## config.mk

```make
export PLATFORM = sky130hd
export DESIGN_NAME = pipeline_skeleton_flat
export DESIGN_NICKNAME = d
export VERILOG_FILES = /design/src/rtl/pipeline_skeleton_if.sv /design/src/rtl/pipeline_skeleton.sv /design/src/flat_wrapper.sv
export SDC_FILE = /design/constraint.sdc
export NUM_CORES = 1
export LEC_CHECK = 0
export CORE_AREA = 2 2 211 213
export DETAILED_ROUTE_END_ITERATION = 16
export DIE_AREA = 0 0 213 215
export GPL_TIMING_DRIVEN = 0
export PLACE_DENSITY = 0.72
export SKIP_LAST_GASP = 1
export SLEW_MARGIN = 20
export SYNTH_ARGS = -nofsm -noshare
export SYNTH_HDL_FRONTEND = slang
export SYNTH_SLANG_ARGS = --single-unit
```

## constraint.sdc

```tcl
create_clock -name clk -period 2.85 [get_ports clk]
set_input_delay 0.4275 -clock clk [delete_from_list [all_inputs] [get_ports clk]]
set_output_delay 0.4275 -clock clk [all_outputs]
set_load 0.01 [all_outputs]
```

## src/rtl/pipeline_skeleton_if.sv

```systemverilog
// Instruction-fetch bus between the pipeline backbone and a same-cycle instruction memory.
interface pipeline_skeleton_if #(
  parameter int ADDRESS_LEN     = 32,
  parameter int INSTRUCTION_LEN = 32
);
  logic [ADDRESS_LEN-1:0]     imem_addr;
  logic [INSTRUCTION_LEN-1:0] imem_rdata;

  modport master (output imem_addr, input imem_rdata);
  modport slave  (input imem_addr, output imem_rdata);
endinterface

```

## src/rtl/pipeline_skeleton.sv

```systemverilog
// In-order pipeline backbone: PC, fetch addressing, STAGES stage registers {valid, pc, instr},
// freeze / branch-flush control and retire / stall / flush counters.
module pipeline_skeleton #(
  parameter int                     ADDRESS_LEN     = 32,
  parameter int                     INSTRUCTION_LEN = 32,
  parameter int                     STAGES          = 5,
  parameter int                     FREEZE_STAGE    = 0,
  parameter int                     BRANCH_STAGE    = 1,
  parameter int                     PC_STEP         = 4,
  parameter logic [ADDRESS_LEN-1:0] RESET_PC        = '0,
  parameter int                     COUNT_W         = 16
) (
  input  logic                                clk,
  input  logic                                rst,
  input  logic                                freeze_req,
  input  logic                                branch_taken,
  input  logic [ADDRESS_LEN-1:0]              branch_addr,
  pipeline_skeleton_if.master                 imem,
  output logic [STAGES-1:0]                   stage_valid,
  output logic [STAGES*ADDRESS_LEN-1:0]       stage_pc,
  output logic [STAGES*INSTRUCTION_LEN-1:0]   stage_instr,
  output logic                                retire_valid,
  output logic [ADDRESS_LEN-1:0]              retire_pc,
  output logic [INSTRUCTION_LEN-1:0]          retire_instr,
  output logic [COUNT_W-1:0]                  retired_count,
  output logic [COUNT_W-1:0]                  stall_count,
  output logic [COUNT_W-1:0]                  flush_count
);

  logic [ADDRESS_LEN-1:0]     pc_q, pc_d;
  logic [STAGES-1:0]          valid_q, valid_d;
  logic [ADDRESS_LEN-1:0]     st_pc_q    [STAGES];
  logic [ADDRESS_LEN-1:0]     st_pc_d    [STAGES];
  logic [INSTRUCTION_LEN-1:0] st_instr_q [STAGES];
  logic [INSTRUCTION_LEN-1:0] st_instr_d [STAGES];
  logic [COUNT_W-1:0]         retired_q, retired_d;
  logic [COUNT_W-1:0]         stall_q, stall_d;
  logic [COUNT_W-1:0]         flush_q, flush_d;
  logic                       eff_branch;

  // A taken branch only counts when the branch stage really holds an instruction;
  // it then wins over freeze, so a redirect never waits behind a hazard stall.
  assign eff_branch = branch_taken & valid_q[BRANCH_STAGE];

  always_comb begin
    pc_d      = pc_q;
    valid_d   = valid_q;
    st_pc_d   = st_pc_q;
    st_instr_d = st_instr_q;
    retired_d = retired_q + COUNT_W'(valid_q[STAGES-1]);
    stall_d   = stall_q;
    flush_d   = flush_q;

    if (eff_branch) begin
      pc_d          = branch_addr;
      flush_d       = flush_q + COUNT_W'(1);
      valid_d[0]    = 1'b0;
      st_pc_d[0]    = '0;
      st_instr_d[0] = '0;
    end else if (freeze_req) begin
      stall_d = stall_q + COUNT_W'(1);
    end else begin
      pc_d          = pc_q + ADDRESS_LEN'(PC_STEP);
      valid_d[0]    = 1'b1;
      st_pc_d[0]    = pc_q;
      st_instr_d[0] = imem.imem_rdata;
    end

    for (int s = 1; s < STAGES; s++) begin
      if ((eff_branch && s <= BRANCH_STAGE) ||
          (!eff_branch && freeze_req && s == FREEZE_STAGE + 1)) begin
        valid_d[s]    = 1'b0;
        st_pc_d[s]    = '0;
        st_instr_d[s] = '0;
      end else if (!eff_branch && freeze_req && s <= FREEZE_STAGE) begin
        valid_d[s]    = valid_q[s];
        st_pc_d[s]    = st_pc_q[s];
        st_instr_d[s] = st_instr_q[s];
      end else begin
        valid_d[s]    = valid_q[s-1];
        st_pc_d[s]    = st_pc_q[s-1];
        st_instr_d[s] = st_instr_q[s-1];
      end
    end
  end

  always_ff @(posedge clk) begin
    if (!rst) begin
      pc_q      <= RESET_PC;
      valid_q   <= '0;
      retired_q <= '0;
      stall_q   <= '0;
      flush_q   <= '0;
      for (int s = 0; s < STAGES; s++) begin
        st_pc_q[s]    <= '0;
        st_instr_q[s] <= '0;
      end
    end else begin
      pc_q       <= pc_d;
      valid_q    <= valid_d;
      st_pc_q    <= st_pc_d;
      st_instr_q <= st_instr_d;
      retired_q  <= retired_d;
      stall_q    <= stall_d;
      flush_q    <= flush_d;
    end
  end

  assign imem.imem_addr = pc_q;

  always_comb begin
    stage_pc    = '0;
    stage_instr = '0;
    for (int s = 0; s < STAGES; s++) begin
      stage_pc[s*ADDRESS_LEN +: ADDRESS_LEN]         = st_pc_q[s];
      stage_instr[s*INSTRUCTION_LEN +: INSTRUCTION_LEN] = st_instr_q[s];
    end
  end

  assign stage_valid   = valid_q;
  assign retire_valid  = valid_q[STAGES-1];
  assign retire_pc     = st_pc_q[STAGES-1];
  assign retire_instr  = st_instr_q[STAGES-1];
  assign retired_count = retired_q;
  assign stall_count   = stall_q;
  assign flush_count   = flush_q;

endmodule
```

## src/flat_wrapper.sv

```systemverilog
// flat-port wrapper written by rule: the top's interface ports become plain ports
module pipeline_skeleton_flat 
#(
  parameter int                     ADDRESS_LEN     = 32,
  parameter int                     INSTRUCTION_LEN = 32,
  parameter int                     STAGES          = 5,
  parameter int                     FREEZE_STAGE    = 0,
  parameter int                     BRANCH_STAGE    = 1,
  parameter int                     PC_STEP         = 4,
  parameter logic [ADDRESS_LEN-1:0] RESET_PC        = '0,
  parameter int                     COUNT_W         = 16
)
  (clk, rst, freeze_req, branch_taken, branch_addr, stage_valid, stage_pc, stage_instr, retire_valid, retire_pc, retire_instr, retired_count, stall_count, flush_count, imem_imem_addr, imem_imem_rdata);
  pipeline_skeleton_if #(.ADDRESS_LEN(ADDRESS_LEN), .INSTRUCTION_LEN(INSTRUCTION_LEN)) imem_i ();
  input  logic clk;
  input  logic rst;
  input  logic freeze_req;
  input  logic branch_taken;
  input  logic [ADDRESS_LEN-1:0] branch_addr;
  output logic [STAGES-1:0] stage_valid;
  output logic [STAGES*ADDRESS_LEN-1:0] stage_pc;
  output logic [STAGES*INSTRUCTION_LEN-1:0] stage_instr;
  output logic retire_valid;
  output logic [ADDRESS_LEN-1:0] retire_pc;
  output logic [INSTRUCTION_LEN-1:0] retire_instr;
  output logic [COUNT_W-1:0] retired_count;
  output logic [COUNT_W-1:0] stall_count;
  output logic [COUNT_W-1:0] flush_count;
  output wire logic [$bits(imem_i.imem_addr)-1:0] imem_imem_addr;
  input wire logic [$bits(imem_i.imem_rdata)-1:0] imem_imem_rdata;
  assign imem_imem_addr = imem_i.imem_addr;
  assign imem_i.imem_rdata = imem_imem_rdata;
  pipeline_skeleton #(.ADDRESS_LEN(ADDRESS_LEN), .INSTRUCTION_LEN(INSTRUCTION_LEN), .STAGES(STAGES), .FREEZE_STAGE(FREEZE_STAGE), .BRANCH_STAGE(BRANCH_STAGE), .PC_STEP(PC_STEP), .RESET_PC(RESET_PC), .COUNT_W(COUNT_W)) u_core (.clk(clk), .rst(rst), .freeze_req(freeze_req), .branch_taken(branch_taken), .branch_addr(branch_addr), .imem(imem_i), .stage_valid(stage_valid), .stage_pc(stage_pc), .stage_instr(stage_instr), .retire_valid(retire_valid), .retire_pc(retire_pc), .retire_instr(retire_instr), .retired_count(retired_count), .stall_count(stall_count), .flush_count(flush_count));
endmodule
```

==> results of run 1 <==
final timing paths:
kind / slack [ps] / end / cells after the start / start
min reg2reg: 450 / u_core.stage_instr[93]$_SDFF_PN0_ / 1 / u_core.stage_instr[61]$_SDFF_PP0_
max: 360 / u_core.stage_instr[19]$_SDFFE_PP0N_ / 5 / u_core.stage_valid[1]$_SDFF_PP0_
min: 440 / u_core.imem.imem_addr[1]$_SDFFE_PN0P_ / 3 / branch_addr[1]
max reg2reg: 360 / u_core.stage_instr[19]$_SDFFE_PP0N_ / 5 / u_core.stage_valid[1]$_SDFF_PP0_
flip-flops by register name, indices dropped and copies added (netlist names):
register and flops:
u_core.stage_valid 5, u_core.stage_instr 128, u_core.retire_pc 32, u_core.imem.imem_addr 32, u_core.stage_pc 128, u_core.flush_count 16
u_core.retired_count 16, u_core.retire_instr 32, u_core.stall_count 16
layout make-up:
class / count / area (um2) / area share (%)
repair buffers: 538 / 5390 / 25.4
flip-flops and latches: 405 / 8110 / 38.3
multi-input cells: 730 / 4660 / 22.0
clock buffers: 67 / 1300 / 6.12
inverters: 10 / 37.5 / 0.177
diodes: 6 / 15.0 / 0.0708
well taps: 592 / 741 / 3.49
plain buffers: 131 / 778 / 3.67
clock inverters: 14 / 174 / 0.820
metrics by stage:
step | setup WS (ps) | setup TNS (ps)
after floorplan | 889 | 0
after global placement | -423 | -24890
after detailed placement | -235 | -5170
after CTS | 235 | 0
after global routing | 179 | 0
final | 358 | 0
kinds of logic (layout without fill, tap and decap cells):
kind of cell	after synthesis	count (layout)	synth area share (%)
fa+ha+maj	5	5	0.461
other cells	0	6	0
flops	405	405	59.7
simple gates	518	518	21.9
mux	69	69	5.09
compound gates	99	99	4.28
buf+inv	141	760	6.01
xor+xnor	39	39	2.52
power by group:
part           total [W]  switching, W  internal (W)
Clock            0.00574       0.00231       0.00343
Sequential       0.00584     0.0000900       0.00575
Combinational   0.000647      0.000320      0.000326
tightest hold or removal path, delay by kind of cell:
kind	cells	cell delay, ps
and+or+nand+nor	1	60
buffers and inverters	1	400
AOI/OAI and AO/OA	1	50
per-layer routing:
layer	GRT usage (%)	part of all wire, %
met4	7.69	2.5
met3	4.27	6.0
met5	0	0.028
met1	24.2	42
met2	34.6	50
synthesized netlist by cell type (all sizes together):
master,n
and2,267
ha,5
o211ai,1
or3,15
clkbuf,51
xor2,22
dlygate4sd1,2
a21boi,1
or4,16
nand4,24
o21ai,34
buf,78
nor2,100
inv,10
nor2b,1
nor4,9
nand3b,1
nand4b,2
o31ai,15
dfxtp,405
nand3,21
nand2b,2
a31oi,10
a211oi,5
xnor2,17
and3,8
nand2,32
and4,11
mux2i,69
and3b,1
a21oi,29
or4b,1
nor3,7
a311oi,4
==> out/summary.md, run 1 <==
Global routing used 20.0% of the available tracks across all layers. The H-tree was split into 2 levels. The count of yosys warnings during synthesis came out at 0. The tools report the kind of capture point of the worst setup path as a flop. For the setup clock skew after layout, the log shows 7.09 ps. The logs give 0.905 for the last weighted congestion value of the routability-driven placer and 2493 for the final instance count without filler cells. The clock-pin slew reported for the worst setup and hold paths after clock tree synthesis was 60 ps; the horizontal die dimension was 213 um. The number of violations reported at the end of detailed-routing iteration 0 was 608; the sum of net half-perimeters after detailed placement was 37.0 mm.

Buffers placed on the I/O ports in this run total 537. The setup-violating endpoint count in the final report was 0; the number of routed nets with antenna violations was 0. Leakage power figure: 8.16 nW. Synthesis produced 1276 cells. In this run, post-CTS hold repair placed 0 buffers. The tools report the number of maximum-capacitance violations as 0. The logs give 43600 um2 for the floorplan core area and 435 ps for the post-route worst hold slack. 538 I/O pins were placed.

In this run the post-CTS setup repair buffer count came out at 0. Global routing finished with a remaining overflow of 0. The largest area contributor in the netlist was sky130_fd_sc_hd__dfxtp_1. The run finished with clean final reports. Number of pins with negative max-slew slack in the final report: 0. The worst setup path is launched from a flop. Counting flops and latches in the post-synthesis netlist gives 405. The overall power after layout was 0.0122 W.

In this run, placement finished with an instance count of 2406. The run gives 550 ps as the clock latency on the worst-skew pair. Timing would allow up to 401 MHz. In the routed layout, each cell is associated on average with a via count of 4.49. The area growth from synthesis to layout is 56.1%. In the final layout, the share of cells above drive strength 1 is 8.13%. After layout, the minimum clock period comes to 2490 ps. The top cell type by area accounts for 59.7% of the synthesized area.

In this run, distinct cell masters in the synthesized netlist total 45. The logs give 40.9% for the relative slew slack and 13600 um2 for the combined area of all synthesized cells. The final count of hold timing violations was 0; the number of buffer and inverter instances along the worst setup path was 2. For the area of the die, the log shows 45800 um2. The placed instances occupy a cell area of 19700 um2. The tools report the DRC violation count after routing as 0. Leaving out fill and tap cells, the most frequent cell in the layout is sky130_fd_sc_hd__clkdlybuf4s50_1.

After layout, the worst path uses 87.4% of the clock period. In the final routed layout, each cell accounts on average for 18.9 um. The logs give 21200 um2 for the final design area excluding fillers and 31.1% for the effective utilization at floorplan. For this run, the post-layout net count is 1933. Yosys attributes the largest share of cell area to sky130_fd_sc_hd__dfxtp_1, sky130_fd_sc_hd__and2_1, sky130_fd_sc_hd__mux2i_1. The global-route wire length before repair was 68.9 mm; the total of cells resized after clock tree synthesis was 0. The post-layout utilization of the core came out at 48.6%.

The delay of the slowest cell on the worst path was 690 ps; the data arrival at the endpoint of the critical path was 2900 ps. Worst hold path class: in -> reg. The total length of routed wires is 47.2 mm. The root buffer cell chosen for the clock tree is sky130_fd_sc_hd__clkbuf_16. The clock passes through at most 3 buffers. The tools report the number of global-route vias before repair as 10979. The clock net in this run drives a total of 405 sinks. The final route contains 11190 vias. The critical path class is reg -> reg. Most numerous cell on the critical path: sky130_fd_sc_hd__clkbuf_1. In this design, the largest share of critical-path delay is due to buffers and inverters.

For the worst setup path, the data required time is 3260 ps. For the largest net degree at the start of global routing, the log shows 14. TritonCTS built the clock tree.

Number of inserted filler cells in the final layout: 3964. For this design the ratio of total power to cell area is 577 nW/um2. Clock tree synthesis inserted a total of 44 buffers. Leaving out fill and tap cells, the most frequent cells in the layout are sky130_fd_sc_hd__clkdlybuf4s50_1, sky130_fd_sc_hd__dfxtp_1, sky130_fd_sc_hd__and2_1. After synthesis, flip-flops and latches occupy 59.7% of the total area. Setup repair after global routing left no endpoint under its margin. Along the worst path, the maximum fanout reaches 10.

The net count of the mapped netlist came out at 1349. Slowest cell on the critical path: sky130_fd_sc_hd__clkbuf_1. Dividing the synthesized area by the synthesized cell count gives 10.6 um2.

The run gives 6 as the initial antenna violation count. Row generation in the floorplan step produced 77 rows. The die is 215 um tall.

The total iterations of the first detailed-routing run was 5; the transition time at the pin with the least slew margin was 887 ps. The worst vdd rail ir drop is 0.457 mV. The signal on the critical path passes through nand2_2 > nand2_1 > clkbuf_1 > clkbuf_1 > nor2_1.
Note: power is estimated with default switching activity, not from simulation.
==> inputs of run 2 (changes only) <==
--- a/config.mk
+++ b/config.mk
@@ -11,4 +11,5 @@
 export GPL_TIMING_DRIVEN = 0
 export PLACE_DENSITY = 0.72
+export RECOVER_POWER = 100
 export SKIP_LAST_GASP = 1
 export SLEW_MARGIN = 20
==> constraint.sdc (replaced) <==
create_clock -name clk -period 2.85 [get_ports clk]
set_input_delay 0.57 -clock clk [delete_from_list [all_inputs] [get_ports clk]]
set_output_delay 0.57 -clock clk [all_outputs]
set_load 0.01 [all_outputs]
==> run 2 against run 1 <==
  * Combinational power is 5.4% lower
  * Flip-flop and latch count stayed put
  * Sequential power about the same
  * Utilization decreased by 0.10 points
  * Fmax decreased by 6.4%
  * Register-to-register slack got worse by 30 ps
  * Global-route usage unchanged
  * Highest routed layer unchanged
==> out/summary.md, run 2 (synthesis gave the netlist of run 1 again) <==
The run finished with clean final reports. The kind of capture point of the worst setup path was a flop. The run gives 10979 (unchanged) as the number of global-route vias before repair.

The top-level port count is 538 (unchanged), and the clock-pin slew reported for the worst setup and hold paths after clock tree synthesis is 60 ps (about the same). The logs give 0 (unchanged) for the number of maximum-capacitance violations and 1933 (unchanged) for the net count of the finished layout. Setup repair after global routing left no endpoint under its margin.

The number of violations reported at the end of detailed-routing iteration 0 was 589 (-3.1%); the sink count of the clock tree was 405 (unchanged). The worst hold path class is reg -> reg. The setup-violating endpoint count in the final report was 0 (unchanged); the overall overflow remaining after global route was 0 (unchanged).

The relative slew slack is 38.9% (-1.9 points), and the global-route wire length before repair is 68.9 mm (unchanged). The post-route minimum period came out at 2660 ps (+169 ps). The clock latency on the worst-skew pair is 550 ps (about the same), and the floorplan core area is 43600 um2 (unchanged). Maximum fanout along the worst path: 10 (unchanged). The number of pins with negative max-slew slack in the final report was 0 (unchanged); the total iterations of the first detailed-routing run was 5 (unchanged). The critical path is of the in -> reg type. Cell at the root of the clock tree: sky130_fd_sc_hd__clkbuf_16. The worst reg-to-reg path cell count works out to 5 (unchanged). Post-cts hold buffer count: 0 (unchanged).

The logs give 6.74 ps (-0.353 ps) for the setup clock skew after layout and 44 (unchanged) for the number of buffers created by CTS. Achievable frequency: 376 MHz (-6.4%). The data arrival at the endpoint of the critical path was 3140 ps (+240 ps); the total length of routed wires was 47.1 mm (-0.33%). The number of buffers inserted by port buffering was 537 (unchanged); the relative area change from synthesis to final layout was 55.8%. Number of inserted filler cells in the final layout: 3971 (+0.18%). The fraction of final layout cells with drive strength greater than 1 was 7.70% (-0.42 points); the share of the clock period used by the worst path after layout was 93.4% (+5.9 points). The last weighted congestion value of the routability-driven placer was 0.905 (unchanged). The number of placement rows was 77 (unchanged). The via density per instance works out to 4.50 (+0.26%). The number of routed nets with antenna violations came out at 0 (unchanged). The power density normalized to cell area works out to 576 nW/um2 (-0.11%).

For the effective utilization at floorplan, the log shows 31.1% (unchanged). The logs give 9.63 nW (+18%) for the leakage power figure and 45800 um2 (unchanged) for the area of the die. The tools report the overall via count from detail_route as 11215 (+0.22%). The launching element type of the critical path was an input pin. The die extent in y was 215 um (unchanged). The startpoint identified for the worst register-to-register timing path is u_core.imem.imem_addr[4]$_SDFFE_PN0N_. The library cell used most frequently in the layout, excluding fill and tap cells, is sky130_fd_sc_hd__dlygate4sd3_1. Number of buffers added for setup after CTS: 0 (unchanged). In the layout the commonest cells are sky130_fd_sc_hd__dlygate4sd3_1, sky130_fd_sc_hd__dfxtp_1, sky130_fd_sc_hd__and2_1.

The total of cells resized after clock tree synthesis was 0 (unchanged). The transition time at the pin with the least slew margin works out to 916 ps (+29.2 ps). The sum of net half-perimeters after detailed placement was 37.0 mm (unchanged).

TritonCTS built the clock tree. The run gives 0.455 mV (-0.60%) as the worst vdd rail ir drop. Final count of hold timing violations: 0 (unchanged). Maximum buffer depth of the clock tree: 3 (unchanged). In this run the critical register-to-register path is captured at u_core.imem.imem_addr[29]$_SDFFE_PN0N_. The total routing usage reported by global routing came out at 20.0% (unchanged). The horizontal die dimension is 213 um (unchanged).

The largest net degree at the start of global routing is 14 (unchanged), and the overall power after layout is 0.0122 W (-0.32%). The endpoint of the worst hold path was u_core.stage_instr[93]$_SDFF_PN0_. Required time at the endpoint of the critical path: 3330 ps (+70 ps). The routed wire length per instance came out at 18.9 um (-0.29%).

Critical hold path startpoint: u_core.stage_instr[61]$_SDFF_PP0_. The internal reg-to-reg setup slack was 330 ps (-30 ps); the worst hold path stage count was 1 (-2). The initial antenna violation count came out at 7 (+1).

For the total negative slack for setup checks, the log shows 0 ps (unchanged). The DRC violation count after routing was 0 (unchanged); the depth of the CTS H-tree was 2 (unchanged).
[run 2: power breakdown]
group	internal, W	total [W]	switching (W)
Combinational	0.000292	0.000612	0.000320
Clock	0.00343	0.00574	0.00231
Sequential	0.00575	0.00583	0.0000846
[run 2: metrics by stage]
step           setup WS (ps)  util (%)  cells  hold slack (ps)  cell area [um2]
2_1_floorplan            806         -   1276              483            13600
3_3_place_gp            -566      45.1   2405              440            19700
3_5_place_dp            -378      45.2   2406              442            19700
4_1_cts                  213      48.5   2487              456            21200
6_report                 189      48.5   2492              449            21200
5_1_grt                 69.1      48.5   2491              462            21200
[run 2: final cells by class]
type / count / area (um2) / share of cell area [%]
flip-flops and latches: 405 / 8110 / 38.3
repair buffers: 538 / 5380 / 25.4
multi-input cells: 730 / 4640 / 21.9
clock buffers: 67 / 1300 / 6.13
plain buffers: 131 / 763 / 3.61
well taps: 592 / 741 / 3.50
clock inverters: 14 / 174 / 0.822
inverters: 10 / 37.5 / 0.177
diodes: 5 / 12.5 / 0.0592
[run 2: worst max-delay path by stage]
stage / from / endpoint / slack [ps] / cells after the start
finish: freeze_req / u_core.imem.imem_addr[29]$_SDFFE_PN0N_ / 190 / 6
global route: freeze_req / u_core.imem.imem_addr[25]$_SDFFE_PN0N_ / 70 / 6
CTS: branch_taken / u_core.stage_instr[19]$_SDFFE_PP0N_ / 210 / 6
detailed placement: branch_taken / u_core.stage_instr[19]$_SDFFE_PP0N_ / -380 / 6
global placement: branch_taken / u_core.stage_instr[45]$_SDFF_PP0_ / -570 / 6
floorplan: freeze_req / u_core.imem.imem_addr[25]$_SDFFE_PN0N_ / 810 / 5
[run 2: routing by layer]
layer	track usage [%]	wire length (um)	up-vias
met5	0	13	-
met4	7.69	1230	2
met3	4.27	3300	79
met2	34.6	23400	408
met1	24.2	19100	5360
li1	-	-	5366
[run 2: critical path, stage by stage]
cell and delay [ps]:
sky130_fd_sc_hd__dlygate4sd3_1 570, sky130_fd_sc_hd__nand4b_1 480, sky130_fd_sc_hd__or3_1 560, sky130_fd_sc_hd__clkbuf_1 270, sky130_fd_sc_hd__or4_1 520, sky130_fd_sc_hd__a31oi_1 160
==> inputs of run 3 (changes only) <==
- GPL_TIMING_DRIVEN: 0 -> default
- REMOVE_ABC_BUFFERS: default -> 1
- SLEW_MARGIN: 20 -> default
==> run 3 against run 2 <==
  * Wire length shrank 9.2%
  * Largest power group unchanged
  * Design area is 3.5% lower
  * Largest cell class unchanged
  * Die area stayed put
  * The flow now finishes with violations (capacitance limit, slew limit)
  * Clock power down 3.5%
  * Global-route usage down 1.8 points
  * First-iteration DRC count is 31% lower
  * Worst setup slack improved by 210 ps
  * Clock skew rose by 13 ps
  * Clock-buffer cell count shrank 8
  * Worst hold slack worse by 110 ps
  * Fmax rose by 8.5%
  * Flip-flop and latch count stayed put
==> out/summary.md, run 3 (synthesis gave the netlist of run 1 again) <==
The horizontal die dimension works out to 213 um (unchanged). The effective utilization at floorplan was 31.1% (unchanged); the overall overflow remaining after global route was 0 (unchanged). The area of the die came out at 45800 um2 (unchanged). The worst register-to-register path begins at u_core.imem.imem_addr[6]$_SDFFE_PN0N_.

The kind of cell adding the most delay to the critical path was buffers and inverters. The delay of the slowest cell on the worst path works out to 710 ps (+140 ps). The startpoint identified for the worst hold timing path is rst. Leaving out fill and tap cells, the most frequent cell in the layout is sky130_fd_sc_hd__dlygate4sd3_1. Slowest cell on the critical path: sky130_fd_sc_hd__dlygate4sd3_1. For the achievable frequency, the log shows 408 MHz (+8.5%).

Routed wire length on met3: 3.69 mm (+12%). The critical path class was reg -> out. The logs give 0 (unchanged) for the setup-violating endpoint count in the final report and 0 (unchanged) for the number of routed nets with antenna violations. The run gives 1812 (-6.3%) as the net count of the finished layout. The critical path goes through dlygate4sd3_1. The setup clock skew after layout is 19.8 ps (+13.1 ps), and the worst reg-to-reg path cell count is 4 (-1).

The maximum fanout along the worst path is 7 (-3), and the data arrival at the endpoint of the critical path is 1880 ps (-1260 ps). The fraction of final layout cells with drive strength greater than 1 came out at 4.92% (-2.8 points). The global-route wire length before repair was 63.5 mm (-7.8%). Die extent in y: 215 um (unchanged). The maximum buffer depth of the clock tree is 3 (unchanged).

The end of the worst register-to-register path was u_core.imem.imem_addr[27]$_SDFFE_PN0N_. The top-level port count came out at 538 (unchanged). The number of violations reported at the end of detailed-routing iteration 0 is 408 (-31%), and the last weighted congestion value of the routability-driven placer is 0.846 (-6.6%). The tools report the total iterations of the first detailed-routing run as 4 (-1). The run gives 0 (unchanged) as the total of cells resized after clock tree synthesis. The post-placement cell count was 2286 (-5.0%). The logs give 43600 um2 (unchanged) for the floorplan core area and 18.2% (-1.8 points) for the total routing usage reported by global routing. The worst setup path is launched from a flop.

The logs give 2 (unchanged) for the depth of the CTS H-tree and 0 (unchanged) for the post-cts hold buffer count. In the layout the commonest cells are sky130_fd_sc_hd__dlygate4sd3_1, sky130_fd_sc_hd__dfxtp_1, sky130_fd_sc_hd__and2_1. For the overall via count from detail_route, the log shows 10505 (-6.3%).

The number of placement rows was 77 (unchanged). The share of the clock period used by the worst path after layout is 86.1% (-7.3 points), and the via density per instance is 4.45 (-1.1%). The clock-pin slew reported for the worst setup and hold paths after clock tree synthesis works out to 60 ps (about the same). For the initial antenna violation count, the log shows 2 (-5).

The transition time at the pin with the least slew margin came out at 1850 ps (+937 ps). For the number of global-route vias before repair, the log shows 10355 (-5.7%). The DRC violation count after routing is 0 (unchanged). The number of buffers added for setup after CTS is 0 (unchanged). The tools report the sink count of the clock tree as 405 (unchanged).

The tools report the leakage power figure as 9.27 nW (-3.7%). The routed wire length per instance works out to 18.1 um (-4.1%). The total length of routed wires is 42.8 mm (-9.2%). The tools report the post-layout utilization of the core as 46.8% (-1.7 points). The worst setup path startpoint was u_core.imem.imem_addr[18]$_SDFFE_PN0N_. The power density normalized to cell area was 585 nW/um2 (+1.6%). The sum of net half-perimeters after detailed placement is 31.9 mm (-14%), and the number of buffers inserted by port buffering is 537 (unchanged). The logs give 16.1 mm (-16%) for the met1 routed wirelength after detailed routing and 217 (+217) for the number of pins with negative max-slew slack in the final report. The logs give 570 ps (+20 ps) for the clock latency on the worst-skew pair and -23.5% (-62 points) for the relative slew slack.

The worst vdd rail ir drop came out at 0.350 mV (-23%). The largest net degree at the start of global routing came out at 217 (+203). The logs give 0 (unchanged) for the final count of hold timing violations and 342 ps (-107 ps) for the post-route worst hold slack. The checks that failed: capacitance limit, slew limit. The internal reg-to-reg setup slack came out at 630 ps (+300 ps).

The tools report the met2 routed wirelength as 21.7 mm (-7.4%). STA classifies the critical path endpoint as a primary output. The tree is rooted in a sky130_fd_sc_hd__clkbuf_16.

The number of stages on the worst setup path was 1 (-5). For the number of maximum-capacitance violations, the log shows 1 (+1). Setup repair after global routing left no endpoint under its margin. Compared with the post-synthesis result, the final layout area differs by 50.3%. The tools report the final instance count without filler cells as 2360 (-5.3%). TritonCTS built the clock tree. The run finished, with violations left.

The tools report the worst setup path endpoint as imem_imem_addr[18]. Signal routing reaches up to met5. The tools report the number of buffers created by CTS as 43 (-2.3%).

The post-route minimum period was 2450 ps (-208 ps); the required time at the endpoint of the critical path was 2280 ps (-1050 ps). The worst hold path class is in -> reg. The number of buffer and inverter instances along the worst setup path was 1 (-1).
[run 3: worst min-delay path by stage]
stage | to | slack (ps) | cells past startpoint
2_1_floorplan | u_core.stage_valid[1]$_SDFF_PP0_ | 480 | 2
3_3_place_gp | u_core.retire_pc[21]$_SDFF_PN0_ | 440 | 1
3_5_place_dp | u_core.stage_instr[111]$_SDFF_PN0_ | 440 | 1
4_1_cts | u_core.imem.imem_addr[17]$_SDFFE_PN0N_ | 320 | 3
5_1_grt | u_core.imem.imem_addr[14]$_SDFFE_PN0N_ | 330 | 3
6_report | u_core.imem.imem_addr[17]$_SDFFE_PN0N_ | 340 | 3
[run 3: per-stage QoR]
step                      worst slack [ps]  power, W  instance area, um2  TNS [ps]
after floorplan                      -1210   0.00613               12800    -77170
after global placement                 479   0.00656               19000         0
after detailed placement               450   0.00657               19000         0
after CTS                              355    0.0121               20500         0
after global routing                   302    0.0124               20400         0
final                                  396    0.0119               20400         0
[run 3: power by group]
| part | total (W) | switching [W] | internal [W] |
|---|---|---|---|
| sequential | 0.00583 | 0.0000786 | 0.00575 |
| clock | 0.00554 | 0.00229 | 0.00325 |
| combinational | 0.000571 | 0.000288 | 0.000283 |
[run 3: final cells by class]
type | instances | area (um2)
sequential | 405 | 8110
clock inverter | 14 | 198
multi-input combinational | 730 | 4660
inverter | 10 | 37.5
tap | 592 | 741
antenna | 1 | 2.50
clock buffer | 59 | 1210
fill | 4054 | 23200
timing repair buffer | 549 | 5460
[run 3: worst register-to-register path, cell delays in order, from the launching register on]
cell	delay, ps
sky130_fd_sc_hd__dfxtp_1	500
sky130_fd_sc_hd__nand4_2	360
sky130_fd_sc_hd__or3_4	580
sky130_fd_sc_hd__or4_1	530
sky130_fd_sc_hd__a31oi_1	170
[run 3: layer usage]
| metal | global-route usage [%] | vias up |
|---|---|---|
| met5 | 0 | - |
| met4 | 5.97 | 2 |
| li1 | - | 5108 |
| met3 | 6.33 | 74 |
| met1 | 19.5 | 4938 |
| met2 | 33.1 | 383 |
==> RTL change 1: new RTL, settings of run 1 <==
Make the reset (`rst`) asynchronous in one clocked block.
--- a/src/rtl/pipeline_skeleton.sv
+++ b/src/rtl/pipeline_skeleton.sv
@@ -86,3 +86,3 @@
 
-  always_ff @(posedge clk) begin
+  always_ff @(posedge clk or negedge rst) begin
     if (!rst) begin
Check against the original RTL: differs if rst is asserted again (counterexample within 4 cycles, from zero or initial values and one cycle with rst low); with rst held inactive, the same outputs for 4 cycles.
==> RTL change 1 against run 1 <==
Cell area grew 8.1%. Routed wire length shrank 5.0%. Utilization is 3.9 points higher. Global-route usage decreased by 0.38 points. Sequential share of layout area is 6.0 points higher. Sequential cell count unchanged. Clock skew is 12 ps higher. Hold slack got worse by 65 ps. Synthesized cell count decreased by 7.4%. Fmax about the same. Area after synthesis increased by 13%. Setup slack improved by 0.81 ps. Largest cell class unchanged.
Power is not compared: it rests on default switching activity, and its combinational part moved more than twofold at a synthesized area within 25%.
==> RTL change 1: results (changes against run 1) <==
stage,metric,value,unit,change
cts,clk_latency,570,ps,was 550 ps
placement,gp_congestion,0.914,,was 0.905
global_routing,grt_usage,0.197,,was 0.200
cells_and_area,final_cells,2396,,was 2493
global_routing,first_global_vias,10802,,was 10979
global_routing,grt_max_degree,103,,was 14
critical_path,worstPathArrival,2920,ps,was 2900 ps
synthesis,yosysUniqueCellTypes,38,,was 45
detailed_routing,vias,10475,,was 11190
synthesis,seq_area_frac_synth,0.663,,was 0.597
detailed_routing,drt_iter0_drc,625,,was 608
hold_path,hold_path_class,flip-flop to flip-flop,,was primary input to flip-flop
global_routing,met2_usage,0.331,,was 0.346
critical_path,crit_slowest_cell,clkdlybuf4s50_1,,was clkbuf_1
synthesis,synth_compound_area_frac,0.0178,,was 0.0428
detailed_routing,dr_wl_met3,3080,um,was 2830 um
synthesis,synth_top_cell_area_share,0.663,,was 0.597
synthesis,synth_xor_area_frac,0.0338,,was 0.0252
global_routing,grtUsageMet1,0.246,,was 0.242
synthesis,async_flop_share,1.00,,was 0
detailed_routing,wl_met2,22500,um,was 23500 um
placement,placed_area,21500,um2,was 19700 um2
outcome,status,"finished, final reports clean",,unchanged
synthesis,synthTopCellsByCount,"dfrtp_1, buf_4, nor2_1",,"was dfxtp_1, and2_1, nor2_1"
synthesis,syn_avg_cell_area,12.9,um2,was 10.6 um2
synthesis,synth_fa_ha_area_frac,0.00409,,was 0.00461
synthesis,syn_nets,1254,,was 1349
detailed_routing,drt-met1-wl,18000,um,was 19700 um
synthesis,yosys-mux-area-fraction,0.0433,,was 0.0509
-- RTL change 1: cell types whose count changed in the layout (fill, tap and decap cells not counted), sizes merged, moves of 7 or more --
cell and delta:
dfrtp +405, nand2 +18, xnor2 +22, buf +196, a21oi -27, and2 -202
o31ai -7, o21ai -13, nand4 -7, and4 -9, nor2 -9, clkbuf -27
or3 -7, dfxtp -405
-- RTL change 1: cell type report --
type	count	area, um2	share of cell area
Inverter	8	30.0	0.00131
Antenna cell	1	2.50	0.000109
Multi-Input combinational cell	474	3040	0.133
Buffer	294	2090	0.0911
Timing Repair Buffer	542	5500	0.240
Sequential cell	405	10100	0.442
Tap cell	592	741	0.0323
Clock buffer	67	1270	0.0553
Clock inverter	13	105	0.00459
-- RTL change 1: power by group through the flow --
stage	Sequential, mW	Combinational [mW]	Clock (mW)
global placement	7.49	4.28	0
CTS	7.44	4.37	5.59
finish	7.44	4.31	5.43
global route	7.56	4.60	5.86
floorplan	7.53	1.53	0
detailed placement	7.53	4.35	0
-- RTL change 1: final timing paths --
check	from	endpoint	slack (ps)	cells past startpoint
worst max-delay path	freeze_req	u_core.stage_instr[28]	360	6
worst min-delay path	u_core.stage_pc[118]	u_core.retire_pc[22]	370	0
worst max register to register	u_core.imem.imem_addr[4]	u_core.imem.imem_addr[25]	410	5
worst min register to register	u_core.stage_pc[118]	u_core.retire_pc[22]	370	0
max in group asynchronous	rst	u_core.imem.imem_addr[15]	1150	4
min in group asynchronous	rst	u_core.stage_instr[124]	390	2
-- RTL change 1: worst max-delay path: cells and delay by family --
kind	cells	cell delay, ps
AND/OR/NAND/NOR	1	60
multiplexers	1	270
buffers and inverters	4	2150
-- RTL change 1: timing repair --
| action | CTS | global route |
|---|---|---|
| hold endpoints to repair | 54 | 0 |
| buffers inserted | 0 | 0 |
| hold buffers | 1 | 0 |
==> RTL change 2: new RTL, config.mk and constraints of run 1 <==
Made on the original files. `INSTRUCTION_LEN` is set to 32 in 3 places; all go to 16.
--- a/src/rtl/pipeline_skeleton_if.sv
+++ b/src/rtl/pipeline_skeleton_if.sv
@@ -3,3 +3,3 @@
   parameter int ADDRESS_LEN     = 32,
-  parameter int INSTRUCTION_LEN = 32
+  parameter int INSTRUCTION_LEN = 16
 );
--- a/src/rtl/pipeline_skeleton.sv
+++ b/src/rtl/pipeline_skeleton.sv
@@ -4,3 +4,3 @@
   parameter int                     ADDRESS_LEN     = 32,
-  parameter int                     INSTRUCTION_LEN = 32,
+  parameter int                     INSTRUCTION_LEN = 16,
   parameter int                     STAGES          = 5,
--- a/src/flat_wrapper.sv
+++ b/src/flat_wrapper.sv
@@ -4,3 +4,3 @@
   parameter int                     ADDRESS_LEN     = 32,
-  parameter int                     INSTRUCTION_LEN = 32,
+  parameter int                     INSTRUCTION_LEN = 16,
   parameter int                     STAGES          = 5,
Interface: changed (resized imem_imem_rdata, retire_instr and stage_instr); port bits go from 538 to 426. No check against the original RTL was run, so the function may have changed too.
==> RTL change 2 against run 1 <==
Setup slack better by 22 ps. Total power down 20%. Clock power down 19%. Cell area down 18%. Routed wire length down 19%. Area after synthesis down 17%. Sequential cell count down 80. Final cell count down 13%. Critical path type unchanged. Largest power group unchanged.
==> RTL change 2: results (changes against run 1) <==
stage,metric,value,unit,change
detailed_routing,viasPerCell,4.34,,was 4.49
cts,path_clk_slew,60,ps,about the same
global_routing,first_global_vias,9319,,was 10979
detailed_routing,wl_met2,18800,um,was 23500 um
power,ir_drop,0.302,mV,was 0.457 mV
placement,gp_congestion,0.885,,was 0.905
cells_and_area,num-nets-final,1610,,was 1933
synthesis,synthTopCellsByCount,"dfxtp_1, and2_1, nor2_1",,unchanged
critical_path,critPathMaxStageDelay,460,ps,was 690 ps
placement,place_inst,2107,,was 2406
cells_and_area,fillers,4251,,was 3964
outcome,status,"finished, final reports clean",,unchanged
global_routing,grt_pass1_wl,57100,um,was 68900 um
cells_and_area,syn_to_final_growth,55.1,%,was 56.1%
synthesis,seq_area_frac_synth,0.580,,was 0.597
synthesis,synth.area.top_cells,"dfxtp_1, and2_1, mux2i_1",,unchanged
critical_path,crit_slowest_cell,buf_1,,was clkbuf_1
cts,htreeDepth,2,,unchanged
synthesis,syn_nets,1147,,was 1349
cts,cts_buffers,36,,was 44
detailed_routing,finalWirelength,38300,um,was 47200 um
detailed_routing,drt-met1-wl,14900,um,was 19700 um
hold_path,whs_path_depth,3,,unchanged
hold_path,hold_end,u_core.imem.imem_addr[0],,was u_core.imem.imem_addr[1]
detailed_routing,dr.pass1.iters,4,,was 5
global_routing,grt_max_degree,15,,was 14
placement,hpwl,30000,um,was 37000 um
critical_path,r2r_slack,380,ps,was 360 ps
power,power_switching,2.19,mW,was 2.72 mW
placement,dpl_worst_slack,-328,ps,was -235 ps
cts,cts-root-buf,clkbuf_16,,unchanged
critical_path,worstPathArrival,2940,ps,was 2900 ps
detailed_routing,dr_wl_met3,3160,um,was 2830 um
critical_path,worstSetupEndpoint,u_core.stage_pc[62],,was u_core.stage_instr[19]
critical_path,crit_start,u_core.stage_valid[1],,unchanged
critical_path,worstPathMaxFanout,10,,unchanged
timing,max_freq,0.405,GHz,was 0.401 GHz
critical_path,r2r_cells,6,,was 5
power,total_leakage_power,6.51,nW,was 8.16 nW
cells_and_area,drive_above_1_share,0.0785,,was 0.0813
placement,io_buffer_count,425,,was 537
detailed_routing,top_layer_used,met5,,unchanged
cells_and_area,largest_reg_flops,128,,
global_routing,grt_usage,0.164,,was 0.200
synthesis,async_flop_share,0,,unchanged
placement,placed_area,16200,um2,was 19700 um2
detailed_routing,drt_iter0_drc,501,,was 608
timing,maxSlewViolCount,0,,unchanged
synthesis,yosysUniqueCellTypes,45,,unchanged
cts,clockBufferDepth,3,,unchanged
hold_path,hold_start,branch_addr[0],,was branch_addr[1]
critical_path,cpLargestDelayFamily,simple AND/OR/NAND/NOR gates,,was buffers and inverters
timing,holdWs,447,ps,was 435 ps
synthesis,yosysWarnings,0,,unchanged
timing,fin_skew,6.13,ps,was 7.09 ps
timing,worstMarginPinSlew,763,ps,was 887 ps
detailed_routing,vias,9437,,was 11190
cts,clk_latency,540,ps,
synthesis,syn_avg_cell_area,10.3,um2,was 10.6 um2
[RTL change 2: cell types whose count changed after synthesis, moves of 5 or more]
cell      change
dfxtp_1      -80
buf_4        -15
nor2_1       -12
buf_2         +5
or4_1         -6
clkbuf_1      -6
mux2i_1      -15
nand2_1       +5
and2_1       -66
o31ai_1       -5
[RTL change 2: what timing repair did]
| item | in CTS | in global routing |
|---|---|---|
| buffers inserted | 0 | 0 |
| resized for setup | 0 | 1 |
| endpoints found under the setup margin | 0 | 1 |
[RTL change 2: final cells by class]
cell class,instances,share of cell area
clock inverter,20,0.0114
multi-input combinational,649,0.235
sequential,325,0.374
timing repair buffer,425,0.244
buffer,106,0.0341
antenna,3,0.000431
inverter,10,0.00216
clock buffer,44,0.0564
tap,592,0.0426
[RTL change 2: power groups by stage]
stage | logic (mW) | clock network (mW) | registers (mW)
final | 0.469 | 4.63 | 4.66
after detailed placement | 0.477 | 0 | 4.76
after global placement | 0.470 | 0 | 4.76
after floorplan | 0.170 | 0 | 4.77
after CTS | 0.480 | 4.77 | 4.66
after global routing | 0.510 | 4.95 | 4.67
[RTL change 2: logic make-up (layout without fill, tap and decap cells)]
group / Yosys count / after routing / share of synthesized area
buf+inv: 116 / 605 / 0.0563
flops: 325 / 325 / 0.580
fa+ha+maj: 5 / 5 / 0.00557
mux: 54 / 54 / 0.0481
simple gates: 457 / 457 / 0.229
other cells: 0 / 3 / 0
xor+xnor: 42 / 42 / 0.0328
compound gates: 91 / 91 / 0.0486
[RTL change 2: per-layer routing]
metal  global-route usage  up-vias
met2                0.282      373
met3               0.0525       88
met1                0.186     4417
li1                     -     4553
met4               0.0704        6
met5                    0        -
